File: config.mk
export PLATFORM = sky130hd
export DESIGN_NAME = seq_detector_param
export DESIGN_NICKNAME = d
export VERILOG_FILES = /design/src/rtl/seq_det_pkg.sv /design/src/rtl/seq_det_shift.sv /design/src/rtl/seq_detector_param.sv
export SDC_FILE = /design/constraint.sdc
export NUM_CORES = 1
export LEC_CHECK = 0
export ABC_AREA = 1
export CAP_MARGIN = 20
export CORE_MARGIN = 4
export CORE_UTILIZATION = 47
export DETAILED_ROUTE_END_ITERATION = 7
export PLACE_DENSITY = 0.79
export SYNTH_ARGS = -nofsm -noshare
export SYNTH_HDL_FRONTEND = slang
export SYNTH_HIERARCHICAL = 1
export SYNTH_SLANG_ARGS = --single-unit
File: constraint.sdc
create_clock -name clk -period 1.5 [get_ports clk]
set_input_delay 0.375 -clock clk [delete_from_list [all_inputs] [get_ports clk]]
set_output_delay 0.375 -clock clk [all_outputs]
set_load 0.01 [all_outputs]
File: src/rtl/seq_det_pkg.sv
// Shared types and defaults for the parametrised serial pattern detector.
// Holds the fill-state enum, reset defaults and the masked compare helper.
package seq_det_pkg;

    typedef enum logic [1:0] {
        IDLE  = 2'd0,
        FILL  = 2'd1,
        ARMED = 2'd2
    } fill_state_e;

    localparam logic [31:0] PAT_RST_DEF = 32'd5;
    localparam logic        OVL_RST_DEF = 1'b1;

    // Operands are zero-extended to 32 bits by the caller, so the unused
    // upper bits always compare equal.
    function automatic logic masked_eq(
        input logic [31:0] hist,
        input logic [31:0] pat,
        input logic [31:0] mask
    );
        return ((hist ^ pat) & ~mask) == 32'd0;
    endfunction

endpackage

File: src/rtl/seq_det_shift.sv
// History shift register (newest bit at LSB) with saturating fill count.
// Ports: clk, reset, shift_en, a, clr (history+fill), fill_clr, next_hist, full.
module seq_det_shift #(
    parameter int PAT_W = 3
) (
    input  logic             clk,
    input  logic             reset,
    input  logic             shift_en,
    input  logic             a,
    input  logic             clr,
    input  logic             fill_clr,
    output logic [PAT_W-1:0] next_hist,
    output logic             full
);

    localparam int FW = $clog2(PAT_W + 1);

    logic [PAT_W-1:0] hist_q, hist_d;
    logic [FW-1:0]    fill_q, fill_d;

    assign next_hist = {hist_q[PAT_W-2:0], a};

    // Fill count as it will be after this cycle's shift reaches PAT_W.
    assign full = (fill_q >= FW'(PAT_W - 1));

    always_comb begin
        hist_d = hist_q;
        fill_d = fill_q;
        if (clr) begin
            hist_d = '0;
            fill_d = '0;
        end else begin
            if (shift_en) begin
                hist_d = next_hist;
                if (fill_q != FW'(PAT_W)) begin
                    fill_d = fill_q + FW'(1);
                end
            end
            // Non-overlap match: history kept, but PAT_W fresh bits needed.
            if (fill_clr) begin
                fill_d = '0;
            end
        end
    end

    always_ff @(posedge clk or posedge reset) begin
        if (reset) begin
            hist_q <= '0;
            fill_q <= '0;
        end else begin
            hist_q <= hist_d;
            fill_q <= fill_d;
        end
    end

endmodule

File: src/rtl/seq_detector_param.sv
// Parametrised serial pattern detector with runtime-reloadable pattern.
// Ports: clk, reset, a/a_vld stream, cfg_we/cfg_pattern/cfg_overlap
// (+cfg_mask when SEQDET_MASK_EN is defined), cnt_clr; outputs w,
// match_cnt (saturating) and armed.
module seq_detector_param
    import seq_det_pkg::*;
#(
    parameter int               PAT_W   = 3,
    parameter logic [PAT_W-1:0] PAT_RST = PAT_W'(PAT_RST_DEF),
    parameter logic             OVL_RST = OVL_RST_DEF,
    parameter int               CNT_W   = 8
) (
    input  logic             clk,
    input  logic             reset,
    input  logic             a,
    input  logic             a_vld,
    input  logic             cfg_we,
    input  logic [PAT_W-1:0] cfg_pattern,
    input  logic             cfg_overlap,
`ifdef SEQDET_MASK_EN
    input  logic [PAT_W-1:0] cfg_mask,
`endif
    input  logic             cnt_clr,
    output logic             w,
    output logic [CNT_W-1:0] match_cnt,
    output logic             armed
);

    localparam logic [CNT_W-1:0] CNT_MAX = '1;

    fill_state_e      state_q, state_d;
    logic [PAT_W-1:0] pat_q, pat_d;
    logic             ovl_q, ovl_d;
    logic             w_q, w_d;
    logic [CNT_W-1:0] cnt_q, cnt_d;
    logic [PAT_W-1:0] mask_w;
    logic [PAT_W-1:0] next_hist;
    logic             full;
    logic             accept;
    logic             hit;
    logic             nov_hit;

`ifdef SEQDET_MASK_EN
    logic [PAT_W-1:0] mask_q, mask_d;

    always_comb begin
        mask_d = mask_q;
        if (cfg_we) begin
            mask_d = cfg_mask;
        end
    end

    always_ff @(posedge clk or posedge reset) begin
        if (reset) begin
            mask_q <= '0;
        end else begin
            mask_q <= mask_d;
        end
    end

    assign mask_w = mask_q;
`else
    assign mask_w = '0;
`endif

    // A reload in the same cycle drops the incoming bit.
    assign accept  = a_vld & ~cfg_we;
    assign hit     = accept & full &
                     masked_eq(32'(next_hist), 32'(pat_q), 32'(mask_w));
    assign nov_hit = hit & ~ovl_q;

    seq_det_shift #(
        .PAT_W (PAT_W)
    ) u_shift (
        .clk       (clk),
        .reset     (reset),
        .shift_en  (accept),
        .a         (a),
        .clr       (cfg_we),
        .fill_clr  (nov_hit),
        .next_hist (next_hist),
        .full      (full)
    );

    always_ff @(posedge clk or posedge reset) begin
        if (reset) begin
            state_q <= IDLE;
        end else begin
            state_q <= state_d;
        end
    end

    always_comb begin
        state_d = state_q;
        if (cfg_we) begin
            state_d = IDLE;
        end else if (accept) begin
            unique case (state_q)
                IDLE:    state_d = FILL;
                FILL:    if (full) state_d = nov_hit ? IDLE : ARMED;
                ARMED:   if (nov_hit) state_d = IDLE;
                default: state_d = IDLE;
            endcase
        end
    end

    always_comb begin
        armed = (state_q == ARMED);
    end

    always_comb begin
        pat_d = pat_q;
        ovl_d = ovl_q;
        if (cfg_we) begin
            pat_d = cfg_pattern;
            ovl_d = cfg_overlap;
        end
        w_d   = hit;
        // Clear and match together leave a count of one.
        cnt_d = cnt_clr ? '0 : cnt_q;
        if (hit && cnt_d != CNT_MAX) begin
            cnt_d = cnt_d + CNT_W'(1);
        end
    end

    always_ff @(posedge clk or posedge reset) begin
        if (reset) begin
            pat_q <= PAT_RST;
            ovl_q <= OVL_RST;
            w_q   <= 1'b0;
            cnt_q <= '0;
        end else begin
            pat_q <= pat_d;
            ovl_q <= ovl_d;
            w_q   <= w_d;
            cnt_q <= cnt_d;
        end
    end

    assign w         = w_q;
    assign match_cnt = cnt_q;

endmodule
==> metrics, run 1 <==
status=complete, no violations; largest net degree at the start of global routing=16; fin util=64.9%; final-layout fill cell count=224; crit path launch type=register; Clock Skew=8.34 ps; crit-path max FO=8; P_leak=0.921 nW; max-cap viol count=0; Routed Antenna Nets=0; Fmax=697 MHz; Layout area overhead=30.7%; total track usage=16.3%; Reg-to-Reg Start=match_cnt[1]; clk root buf=clkbuf_4; Final period util=95.7%; top cells by count, synth=57 x nand2_1, 31 x inv_1, 16 x dfrtp_1; Post-Syn Area=0.00123 mm²; cts hold-fix bufs=0; Async S/R FF share, synth=100%; Starting Density=49.7%; crit path capture type=register; CTS Buffer Depth=2; worst hold slack=263 ps; RSZ-0062 raised after global routing=no; router iterations before antenna repair=4; PortBufs=19; ys flop type=dfrtp_1; Synth Instances=166; detailed-route wire length=2.62 mm; post-synth cell types=26; Die ar.=0.00350 mm²; placed inst area=0.00154 mm²; yosys warns=6; final design instance area without fill=0.00161 mm²; height of the chip=59.2 µm; H-tree levels=1; initial antenna violation count=0; global placer's final weighted congestion=0.815; vias per cell=4.82; Synth top area share=32.5%; final setup vio count=0; global-route wire length before repair=4.38 mm; fin crit period=1440 ps; num ports=20; max-slew violations=0; register bit total from synthesis=19; Post-DP HPWL=1.99 mm; relative slew slack=85.7%; Power Density=621 mW/mm²; chip width=59.2 µm; wire per inst=11.3 µm; Synth area leader=dfrtp_1; Required @ worst endpoint=1690 ps; nets=217; Post-synth EDFFs=0; sequential share of the synthesized area=38.9%; worst slack, placed=-418 ps; R2R cell count=10; layout cells sized above 1=25.6%; CTS Sinks=19; # DRC=0; reg2reg setup slack=60 ps; Final Hold Viols=0; ant diodes=0; most numerous cell in the Yosys netlist=nand2_1; Worst-path clk slew=110 ps; Std-Cell Rows=18; vias in the first global route=1098; CTS tree=built; post-route setup slack=64.6 ps; largest cells by area after synthesis=dfrtp_1 33%, nand2_1 17%, inv_1 9.5%; clock latency at the later pin of the worst-skew pair=300 ps; maximum VDD drop=0.591 mV; Avg Cell Area, Syn=7.42 µm²; CTS buffer count=3; total gr overflow=0; Total Power=0.999 mW; R2R Path End=match_cnt[6]; path type of the worst setup path=register to register; Net Count, Synth=179; Vias=1123; Core ar.=0.00248 mm²; Hold Path Class=primary input to async pin; worst slew pin tran=214 ps; arrival time at the worst endpoint=1630 ps; DRT iter0 DRCs=21
[stage by stage]
stage / std cells / setup TNS [ps]
2_1_floorplan: 166 / 0
3_3_place_gp: 226 / -3630
3_5_place_dp: 226 / -3940
4_1_cts: 232 / 0
5_1_grt: 233 / 0
6_report: 233 / 0
[area by class of cell]
| class | count | area, µm² | share of cell area [%] |
|---|---|---|---|
| Clock buffer | 4 | 26.3 | 1.63 |
| Inverter | 34 | 128 | 7.93 |
| Multi-Input combinational cell | 111 | 646 | 40.1 |
| Sequential cell | 19 | 479 | 29.8 |
| Tap cell | 30 | 37.5 | 2.33 |
| Timing Repair Buffer | 35 | 293 | 18.2 |
[state kept, by name, summed over array words and instances (netlist names)]
register and count:
w 1, u_shift/fill_q 2, state_q 2, ovl_q 1
match_cnt 8, u_shift/hist_q 2, pat_q 3
[routing by layer]
metal  GRT usage, %  part of all wire (%)
met1           17.5                    39
met2           30.9                    56
met3           2.40                   4.0
met4           6.80                  0.92
met5              0                     0
[worst max path at each step]
stage,to,depth (start not counted),startpoint
global placement,match_cnt[7],10,cnt_clr
finish,match_cnt[6],10,match_cnt[1]
floorplan,match_cnt[7],11,cnt_clr
detailed placement,match_cnt[6],12,cnt_clr
CTS,u_shift/fill_q[0],10,u_shift/fill_q[0]
global route,match_cnt[1],10,match_cnt[1]
[kinds of logic after synthesis]
logic type / share of synthesized area, %
buffers and inverters: 11.9
muxes: 0.915
adders and majority gates: 3.05
and+or+nand+nor: 39.1
AOI/OAI and AO/OA: 3.96
xor gates and xnor gates: 2.13
DFF: 38.9
[layout by cell type (no fill, tap or decap), drive strengths merged, types with 2 or more instances in the layout]
cell           Yosys  routed
buf                2      16
o21ai              5       5
nor2              21      21
a21oi              2       2
ha                 3       3
nand2             62      62
dlygate4sd2        0      10
xor2               2       2
dfrtp             16      16
dfstp              3       3
nand3              9       9
inv               34      34
clkdlybuf4s50      0       8
clkbuf             0       5
[where the power goes]
part	switching, mW	internal, mW	leakage (nW)
Sequential	0.0146	0.540	0.249
Combinational	0.0988	0.0820	0.657
Clock	0.161	0.104	0.0150
[what timing repair did]
item / in CTS / in global routing
pin swaps: 2 / 8
setup endpoints to repair: 18 / 12
resized for setup: 14 / 11
setup buffers: 2 / 1
[critical path, stage by stage, from the launching register on]
cell,delay [ps]
dfrtp_1,400
inv_2,60
nor2_4,130
ha_4,140
nand2_2,60
nor2_4,130
nand2_2,90
nor2_4,140
nor2_8,60
nand2_2,50
nand2_1,50
(Power assumes the default switching activity.)
==> run 2: changes to the inputs <==
- GPL_TIMING_DRIVEN: default -> 0
==> run 2 against run 1 <==
Effect of this change: clock power barely moved; fmax fell by 0.64%; worst setup slack got worse by 9.2 ps; largest power group unchanged; first-iteration DRC count rose by 52%; non-clock buffer count did not move; combinational power rose by 7%; final area rose by 1.6%; clock skew fell by 4.4 ps; critical path depth rose by 1; critical endpoint is now u_shift/fill_q[1].
==> metrics, run 2 (synthesis results as in run 1) <==
status=complete, no violations; Final period util=96.3% (+0.61 points); Hold Path Class=primary input to async pin; clock latency at the later pin of the worst-skew pair=290 ps (about the same); max-slew violations=0 (unchanged); Vias=1129 (+0.53%); arrival time at the worst endpoint=1640 ps (about the same); part of the power in the clock network=26.1% (-0.3 points); height of the chip=59.2 µm (unchanged); wire per inst=11.8 µm (+4.4%); crit path launch type=primary input; worst slew pin tran=627 ps (+413 ps); vias per cell=4.85 (+0.53%); detailed-route wire length=2.74 mm (+4.4%); DRT iter0 DRCs=32 (+52%); final setup vio count=0 (unchanged); chip width=59.2 µm (unchanged); # DRC=0 (unchanged); Clock Skew=3.94 ps (-4.40 ps); total gr overflow=0 (unchanged); Post-DP HPWL=1.96 mm (-1.7%); worst slack, placed=-665 ps (-247 ps); Layout area overhead=32.7%; reg2reg setup slack=70 ps (about the same); GR Util met3=2.18% (-0.22 points); fin crit period=1440 ps (+9.20 ps); Largest stage delay, worst path=480 ps (+80 ps); ant diodes=0 (unchanged); CTS tree=built; largest net degree at the start of global routing=16 (unchanged); Required @ worst endpoint=1690 ps (about the same); Fmax=692 MHz (-0.64%); commonest cells after routing, fill and taps aside=53 x nand2_1, 29 x inv_1, 16 x dfrtp_1; Routed Antenna Nets=0 (unchanged); post-route setup slack=55.4 ps (-9.20 ps); RSZ-0062 raised after global routing=yes; Power Density=620 mW/mm² (-0.24%); commonest non-fill, non-tap cell in the layout=nand2_1; initial antenna violation count=0 (unchanged); PortBufs=19 (unchanged); Core ar.=0.00248 mm² (unchanged); CP bufs+invs=3 (+2); worst-path cell chain=clkdlybuf4s50_1, buf_4, inv_1, nand2_2, nand2_4, nor2_8, nand2_4, nor2_4, nor2_4, nand2_1, nor2_1; Seq pwr share=54.8% (-0.7 points); final-layout fill cell count=215 (-4.0%); GR peak layer=met2; max-cap viol count=0 (unchanged); cts hold-fix bufs=0 (unchanged); total track usage=16.8% (+0.55 points); path type of the worst setup path=primary input to register; vias in the first global route=1146 (+4.4%); num ports=20 (unchanged); Die ar.=0.00350 mm² (unchanged); met1 Resource Use GR=18.8% (+1.2 points); crit path capture type=register; GR met2 Demand/Resource=31.4% (+0.47 points); P_leak=0.954 nW (+3.6%); clk root buf=clkbuf_4; Total Neg Setup Slack=0 ps (unchanged); net switching power figure=0.281 mW (+2.6%); number of flip-flops in the largest register=8 (unchanged); Combinational Power Share=19.1% (+1.0 points); Std-Cell Rows=18 (unchanged); Switching Share=27.8% (+0.34 points); CTS Buffer Depth=2 (unchanged); Multi-input gate area=661 µm² (+2.3%); relative slew slack=58.2% (-28 points); nets=217 (unchanged); H-tree levels=1 (unchanged); Reg area=479 µm² (unchanged); Final Hold Viols=0 (unchanged); global placer's final weighted congestion=0.781 (-4.1%); router iterations before antenna repair=4 (unchanged); crit-path leading delay family=simple AND/OR/NAND/NOR gates; Starting Density=49.7% (unchanged); Total Power=1.01 mW (+1.3%); Int Pwr=0.731 mW (+0.84%); Worst-path clk slew=110 ps (about the same); CTS buffer count=3 (unchanged); layout cells sized above 1=24.6% (-0.99 points); CTS Sinks=19 (unchanged); slowest CP cell=clkdlybuf4s50_1; global-route wire length before repair=4.55 mm (+3.9%); maximum VDD drop=0.517 mV (-13%); crit-path max FO=3 (-5)
[run 2: what timing repair did]
item / in CTS / in global routing
pin swaps: 3 / 11
gates resized for setup: 16 / 12
setup endpoints to repair: 21 / 12
buffers inserted: 9 / 5
hold endpoints to repair: 0 / 0
[run 2: final timing paths]
kind                              start                 to  cells after the start
setup reg to reg           match_cnt[1]       match_cnt[1]                     10
hold / removal                    reset  u_shift/hist_q[1]                      2
setup / recovery                      a  u_shift/fill_q[1]                     11
max in group asynchronous         reset       match_cnt[5]                      2
hold reg to reg                pat_q[2]           pat_q[2]                      2
min in group clk                  a_vld         state_q[0]                      4
[run 2: routing by layer]
metal	share of wire (%)	wire length, µm
met5	0	0
met4	0.84	23
met3	3.3	91
met2	57	1570
met1	39	1060
[run 2: layout make-up]
| cell class | instances | share of cell area, % |
|---|---|---|
| Sequential cell | 19 | 29.3 |
| Timing Repair Buffer | 33 | 17.4 |
| Multi-Input combinational cell | 111 | 40.4 |
| Inverter | 34 | 7.81 |
| Tap cell | 30 | 2.30 |
| Clock buffer | 4 | 1.61 |
| Buffer | 2 | 1.15 |
[run 2: metrics by stage]
step,area (µm²),std cells,utilization [%],hold slack [ps]
floorplan,1240,166,-,141
global placement,1460,215,59.1,483
detailed placement,1460,215,59.1,494
CTS,1560,228,62.9,277
global route,1630,233,66.0,286
finish,1630,233,66.0,282
[run 2: power by group through the flow]
stage	clock (mW)	sequential (mW)	combinational, mW
CTS	0.273	0.554	0.176
detailed placement	0	0.568	0.159
floorplan	0	0.564	0.106
global placement	0	0.566	0.151
global route	0.293	0.558	0.214
finish	0.264	0.555	0.194
==> run 3: changes to the inputs <==
- CORE_MARGIN: 4 -> default
- SKIP_LAST_GASP: default -> 1
==> run 3 against run 2 <==
Effect of this change: power is 3.2% higher; critical path depth is 9 lower; the flow now finishes with violations (setup timing); critical path type is now register to primary output; fmax down 5.8%; count of clock-buffer cells in the layout unchanged; final area increased by 3.4%; largest power group unchanged; combinational power increased by 5%; critical endpoint is now match_cnt[1].
==> metrics, run 3 (synthesis results as in run 1) <==
clock latency at the later pin of the worst-skew pair=320 ps (+30 ps); CP bufs+invs=2 (-1); status=finished with violations; net switching power figure=0.311 mW (+11%); cts hold-fix bufs=0 (unchanged); Vias=1186 (+5.0%); Int Pwr=0.734 mW (+0.41%); vias per cell=4.96 (+2.4%); Final period util=102% (+5.9 points); Total Power=1.05 mW (+3.2%); crit path capture type=primary output; Worst-path clk slew=120 ps (about the same); nets=223 (+2.8%); Routed Antenna Nets=0 (unchanged); Layout area overhead=37.2%; wire per inst=12.5 µm (+6.7%); worst slew pin tran=612 ps (-14.9 ps); P_leak=0.981 nW (+2.8%); vias in the first global route=1163 (+1.5%); Starting Density=49.7% (unchanged); PortBufs=19 (unchanged); post-route setup slack=-33.2 ps (-88.6 ps); CTS buffer count=3 (unchanged); global-route wire length before repair=4.51 mm (-0.92%); max-cap viol count=0 (unchanged); num ports=20 (unchanged); global placer's final weighted congestion=0.759 (-2.8%); height of the chip=53.2 µm (-10%); chip width=53.2 µm (-10%); slowest CP cell=dfrtp_1; CTS Sinks=19 (unchanged); Die ar.=0.00283 mm² (-19%); H-tree levels=1 (unchanged); total track usage=22.2% (+5.4 points); Power Density=619 mW/mm² (-0.14%); Switching Share=29.7% (+2.0 points); Largest stage delay, worst path=420 ps (-60 ps); relative slew slack=59.2% (+1.0 points); detailed-route wire length=3.00 mm (+9.5%); commonest cells after routing, fill and taps aside=49 x nand2_1, 29 x inv_1, 21 x buf_4; Seq pwr share=53.1% (-1.7 points); CTS tree=built; path type of the worst setup path=register to primary output; DRT iter0 DRCs=20 (-38%); clk root buf=clkbuf_4; failing checks=setup timing; router iterations before antenna repair=6 (+2); initial antenna violation count=0 (unchanged); fin crit period=1530 ps (+88.6 ps); Final Hold Viols=0 (unchanged); # DRC=0 (unchanged); worst hold slack=251 ps (-30.1 ps); final setup vio count=4 (+4); Core ar.=0.00248 mm² (unchanged); crit path launch type=register; largest net degree at the start of global routing=16 (unchanged); arrival time at the worst endpoint=1160 ps (-480 ps); layout cells sized above 1=29.2% (+4.6 points); fin util=68.2% (+2.2 points); ant diodes=0 (unchanged); commonest non-fill, non-tap cell in the layout=nand2_1; Fmax=652 MHz (-5.8%); Required @ worst endpoint=1120 ps (-570 ps); Std-Cell Rows=18 (unchanged); RSZ-0062 raised after global routing=yes; part of the power in the clock network=27.4% (+1.3 points); Clock Skew=11.5 ps (+7.55 ps); maximum VDD drop=0.538 mV (+4.1%); total gr overflow=0 (unchanged); Hold Path Class=primary input to async pin; max-slew violations=0 (unchanged); CTS Buffer Depth=2 (unchanged); crit-path leading delay family=flip-flops; worst-path cell chain=buf_4, dlygate4sd2_1; Post-DP HPWL=1.84 mm (-6.0%); crit-path max FO=2 (-1); number of flip-flops in the largest register=8 (unchanged); Combinational Power Share=19.5% (+0.4 points); Total Neg Setup Slack=-60.3 ps (-60.3 ps)
==> run 3: cell count changes in the layout (fill, tap and decap cells not counted) <==
cell and delta:
buf_4 +6, clkdlybuf4s15_1 +1, dlymetal6s2s_1 -1, ha_1 -1
ha_2 +1, nand2_1 -4, nand2_2 +4
==> run 3: repair_timing <==
action	CTS	global route
pin swaps	5	17
buffers inserted	13	7
gates resized for setup	18	16
setup endpoints to repair	21	11
==> run 3: layout make-up <==
cell class	instances	area [µm²]
buffer	2	18.8
sequential	19	479
clock buffer	4	26.3
inverter	34	128
tap	30	37.5
timing repair buffer	39	327
multi-input combinational	111	673
fill	198	788
==> run 3: final timing paths <==
kind | slack, ps | depth (start not counted) | to | start
worst max register to register | -20 | 10 | match_cnt[0] | match_cnt[1]
min in group clk | 510 | 2 | pat_q[2] | pat_q[2]
worst min-delay path | 250 | 2 | u_shift/hist_q[0] | reset
max in group asynchronous | 640 | 2 | state_q[0] | reset
worst min register to register | 510 | 2 | pat_q[2] | pat_q[2]
worst max-delay path | -30 | 2 | match_cnt[1] | match_cnt[1]
==> run 3: through the flow <==
stage / area [µm²] / worst slack [ps] / std cells
2_1_floorplan: 1240 / 10.9 / 166
3_3_place_gp: 1460 / -562 / 215
3_5_place_dp: 1460 / -610 / 215
4_1_cts: 1590 / 3.21 / 232
5_1_grt: 1690 / -87.8 / 239
6_report: 1690 / -33.2 / 239
==> run 3: power by group through the flow <==
stage	Combinational [mW]	Sequential [mW]	Clock [mW]
2_1_floorplan	0.106	0.564	0
3_3_place_gp	0.152	0.566	0
3_5_place_dp	0.161	0.567	0
4_1_cts	0.183	0.554	0.279
5_1_grt	0.223	0.558	0.300
6_report	0.204	0.555	0.286
==> run 3: routing by layer <==
layer | vias up | GRT usage (%) | part of all wire, % | routed length, µm
met1 | 559 | 20.8 | 37 | 1110
li1 | 578 | - | - | -
met4 | 0 | 11.0 | 1.7 | 51
met2 | 41 | 45.4 | 57 | 1710
met3 | 8 | 3.16 | 4.2 | 126
met5 | - | 0 | 0 | 0
